===== src/rtl/map_scheduler.sv =====
// Byte-to-group sequencer ahead of the constellation mapper: packs k bytes per 8-subcarrier group,
// pulses the mapper enable, tracks its one-cycle output latency and zero-pads short symbols.
module map_scheduler #(
  parameter int NUM_GROUPS = 8
) (
  input  logic        clk,
  input  logic        rst_n,
  input  logic        sym_start,
  input  logic [2:0]  mod_sel,
  input  logic [7:0]  in_data,
  input  logic        in_valid,
  input  logic        in_last,
  output logic        in_ready,
  output logic [63:0] map_data,
  output logic        map_en,
  output logic [2:0]  map_mod,
  output logic        map_valid,
  output logic        map_last,
  input  logic        out_ready,
  output logic        busy,
  output logic        err
);

  localparam int GW = $clog2(NUM_GROUPS + 1);

  typedef enum logic [1:0] {IDLE, FILL, ISSUE, DRAIN} state_t;

  state_t         state;
  logic [3:0]     byte_cnt;
  logic [3:0]     k;
  logic [GW-1:0]  grp_cnt;
  logic           pad;
  logic [63:0]    asm_q;
  logic [63:0]    lane_mask;
  logic           accept;
  logic           wr;
  logic           last_grp;

  always_comb begin
    case (map_mod)
      3'd0:    k = 4'd1;
      3'd1:    k = 4'd2;
      3'd2:    k = 4'd4;
      3'd3:    k = 4'd6;
      3'd4:    k = 4'd8;
      default: k = 4'd1;
    endcase
  end

  always_comb begin
    lane_mask = '0;
    for (int n = 0; n < 8; n++) begin
      if (4'(n) < k) lane_mask[8*n +: 8] = 8'hFF;
    end
  end

  assign in_ready = (state == FILL) && !pad && (byte_cnt < k);
  assign accept   = in_valid && in_ready;
  // Once padding starts, a zero byte goes in every FILL cycle without touching the input stream.
  assign wr       = (state == FILL) && (pad || accept);
  assign map_en   = (state == ISSUE) && (!map_valid || out_ready);
  assign last_grp = (grp_cnt == GW'(NUM_GROUPS - 1));
  assign map_data = map_en ? (asm_q & lane_mask) : '0;
  assign busy     = (state != IDLE);

  always_ff @(posedge clk) begin
    if (!rst_n) begin
      state     <= IDLE;
      byte_cnt  <= '0;
      grp_cnt   <= '0;
      pad       <= 1'b0;
      asm_q     <= '0;
      map_mod   <= '0;
      map_valid <= 1'b0;
      map_last  <= 1'b0;
      err       <= 1'b0;
    end else begin
      if (map_en) begin
        map_valid <= 1'b1;
        map_last  <= last_grp;
      end else if (map_valid && out_ready) begin
        map_valid <= 1'b0;
        map_last  <= 1'b0;
      end

      case (state)
        IDLE: begin
          if (sym_start) begin
            state    <= FILL;
            map_mod  <= (mod_sel > 3'd4) ? 3'd0 : mod_sel;
            if (mod_sel > 3'd4) err <= 1'b1;
            byte_cnt <= '0;
            grp_cnt  <= '0;
            pad      <= 1'b0;
            asm_q    <= '0;
          end
        end
        FILL: begin
          if (wr) begin
            asm_q[{byte_cnt[2:0], 3'b000} +: 8] <= pad ? 8'h00 : in_data;
            byte_cnt <= byte_cnt + 4'd1;
            if (accept && in_last) pad <= 1'b1;
            if (byte_cnt + 4'd1 == k) state <= ISSUE;
          end
        end
        ISSUE: begin
          if (map_en) begin
            grp_cnt  <= grp_cnt + 1'b1;
            byte_cnt <= '0;
            asm_q    <= '0;
            state    <= last_grp ? DRAIN : FILL;
          end
        end
        DRAIN: begin
          if (map_valid && out_ready) state <= IDLE;
        end
        default: state <= IDLE;
      endcase
    end
  end

endmodule


===== config.mk =====
export PLATFORM = sky130hd
export DESIGN_NAME = map_scheduler
export DESIGN_NICKNAME = d
export VERILOG_FILES = /design/src/rtl/map_scheduler.sv
export SDC_FILE = /design/constraint.sdc
export NUM_CORES = 1
export LEC_CHECK = 0
export CORE_UTILIZATION = 50
export DETAILED_ROUTE_END_ITERATION = 10
export GPL_ROUTABILITY_DRIVEN = 0
export PLACE_DENSITY_LB_ADDON = 0.1
export SLEW_MARGIN = 30
export SYNTH_ARGS = -nofsm -noshare
export SYNTH_HDL_FRONTEND = slang
export SYNTH_SLANG_ARGS = --single-unit

===== constraint.sdc =====
create_clock -name clk -period 3.3 [get_ports clk]
set_clock_uncertainty 0.2 [all_clocks]
set_input_delay 0.495 -clock clk [delete_from_list [all_inputs] [get_ports clk]]
set_output_delay 0.495 -clock clk [all_outputs]
set_load 0.005 [all_outputs]

==> results.toml <==
[layout]
final_nets = 512
fillers = 635
antenna_cells = 0
final_layout_size_suffix_gt1_share_pct = 9.959
instances_no_fill = 591
synthToLayoutAreaGrowth_pct = 32.28

[sta]
hold_viol_final = 0
finalSetupViolCount = 0
fin_crit_sh_pct = 97.28
maxClockFrequency_ghz = 0.3115
period_needed_ns = 3.210
rsz0062_at_grt = "no"
setup_tns_ns = 0
slew_viol_final = 0
holdWs_ns = 0.2665
maxSlewHeadroom_pct = 55.77
tightest_slew_ns = 0.6590
fin_ws_ns = 0.08978

[worst_setup_path]
cp.arrival_ns = 2.52
critPathLaunchType = "register"
crit_fanout = 7
critPathKind = "register to output port"
required_ns = 2.60
crit_path_end_kind = "output port"
slowest_delay_ns = 0.55
slowest_stage = "clkdlybuf4s50_1"
cp_cell_sequence = "or2b_4, ha_1, nor2b_1, o31a_1, nor4_1, clkdlybuf4s50_1"

[placement]
place_ws_ns = 0.1914
dp.cells = 575
post-dp-hpwl_um = 7024
port_buffers = 89

[power]
ir_worst_vdd_mv = 0.2170
p_leak_nw = 1.879
powerDensity_nw_per_um2 = 403.7

[yosys]
synth-seq-cells = 81
ys.flop_type = "dfxtp_1"
synth.most_common_cell = "dfxtp_1"
synth_edf_count = 0
synth_top_area_share_pct = 43.09
syn_area_um2 = 3764
syn_inst = 397
ys_types = 58
syn-num-nets = 422
post_synth.cell_area_avg_um2 = 9.480
synth.yosys.seq_area_share_pct = 43.09
synth_top_cells_by_area = "dfxtp_1 43%, and2_1 9.6%, a22o_1 7.9%, a32o_1 5.3%, ha_1 2.7%"
yosys_warnings = 0
synthTopCellsByCount = "81 x dfxtp_1, 58 x and2_1, 34 x a22o_1, 25 x nand2_1, 24 x nor2_1"
ys_async_sr_fraction_pct = 0
yosys.area.top_type = "dfxtp_1"

[detailed_routing]
wire_per_inst_um = 16.36
drc_errors = 0
drt_wl_total_um = 9667
drtIter0Drc = 175
vias = 3328
antenna_left = 0
vias_per_cell = 5.631
drt_first_pass_iters = 5

[clocking]
root_buffer = "clkbuf_8"
ctsResizeCount = 0
postCtsSetupRepairBufs = 0
cts_buffers = 9
path_clk_slew_ns = 0.08
clockBufferDepth = 2
htreeDepth = 3
cts-hold-fix-buffers = 0
cts.sinks = 81
cts_tree = "done"
clock_latency_ns = 0.35

[global_routing]
grt_overflow = 0
grt_pass1_wl_um = 15720
antenna_found_initial = 0
grt_max_degree = 25
grt.total_usage_pct = 26.56
grt_pass1_vias = 3100

[die]
die_y_um = 88.76
num_rows = 31
placeableCoreArea_um2 = 7253
pin_count = 90
die_x_um = 88.76
die-area_um2 = 7878
start_util_pct = 51.89

[job]
cap_violations = 0

[run_status]
status = "completed"

[worst_hold_path]
min_path_type = "register to register"
cell families after synthesis:
| logic type | count (synthesis) | synth area share [%] |
|---|---|---|
| flip-flops | 81 | 43.09 |
| AND/OR/NAND/NOR | 168 | 25.60 |
| buffers and inverters | 26 | 2.859 |
| adder cells (fa/ha/maj) | 8 | 2.660 |
| AO/OA/AOI/OAI | 107 | 23.80 |
| XOR/XNOR | 7 | 1.995 |
layer usage:
metal	wire, µm	GRT usage, %
met5	0	0
met4	160	11.14
met3	441	3.545
met2	4501	42.17
met1	4564	36.41
metrics by stage:
stage	utilization, %	cell area, µm²	power [W]
2_1_floorplan	-	3764	0.001212
3_3_place_gp	65.64	4761	0.001300
3_5_place_dp	65.64	4761	0.001307
4_1_cts	68.35	4957	0.002017
5_1_grt	68.64	4979	0.002097
6_report	68.64	4979	0.002010
path summary, 6_finish.rpt:
check	start	end	depth (start not counted)	slack, ns
worst max-delay path	map_mod[2]$_SDFFE_PN0P_	in_ready	6	0.09
worst min-delay path	asm_q[59]$_SDFFE_PN0P_	asm_q[59]$_SDFFE_PN0P_	1	0.27
worst max register to register	map_mod[2]$_SDFFE_PN0P_	asm_q[54]$_SDFFE_PN0P_	7	0.40
worst min register to register	asm_q[59]$_SDFFE_PN0P_	asm_q[59]$_SDFFE_PN0P_	1	0.27
registers in the layout, indices dropped and copies added, names as in the netlist:
register / cells
map_valid: 1
pad: 1
state: 2
byte_cnt: 4
map_mod: 3
asm_q: 64
err: 1
map_last: 1
grp_cnt: 4
power breakdown:
part | total, W | switching, W | internal (W)
logic | 0.000280 | 0.000176 | 0.000104
registers | 0.00101 | 0.0000207 | 0.000990
clock network | 0.000719 | 0.000351 | 0.000368
total | 0.00201 | 0.000548 | 0.00146
area by class of cell:
type                       instances  area (µm²)  area share (%)
inverter                           8       30.03          0.6032
timing repair buffer              97       950.9           19.10
tap                               99       123.9           2.488
clock buffer                      11       141.4           2.840
multi-input combinational        290        2054           41.27
clock inverter                     5       55.05           1.106
sequential                        81        1623           32.60
critical path, delay by kind of cell (launching register included):
family	cells	cell delay (ns)
compound gates	1	0.28
fa+ha+maj	1	0.26
buf+inv	1	0.55
flops	1	0.39
simple gates	3	0.68
layout by cell type (no fill, tap or decap), types with 2 or more instances in the layout:
master           instances
or3_1                    2
dfxtp_1                 80
nand2b_1                 4
nand3_1                  9
nor2_1                  22
clkinv_2                 2
o2bb2ai_1               11
clkbuf_8                10
a32o_1                  20
o21ai_2                  4
buf_4                    8
inv_2                    2
a22o_1                  34
o2111a_1                 2
and3_1                  12
nor2b_1                  6
o211ai_2                 3
nor3b_1                  2
inv_1                    6
and2_1                  58
nand4_1                  4
nor3_1                   6
o21ai_0                  4
o211ai_1                 2
clkinvlp_4               2
xor2_1                   2
xnor2_1                  3
clkdlybuf4s50_1         89
nor2_2                   3
nor4b_1                  2
ha_1                     8
a21oi_1                 15
nand2_1                 24
Note: power is estimated with default switching activity, not from simulation.
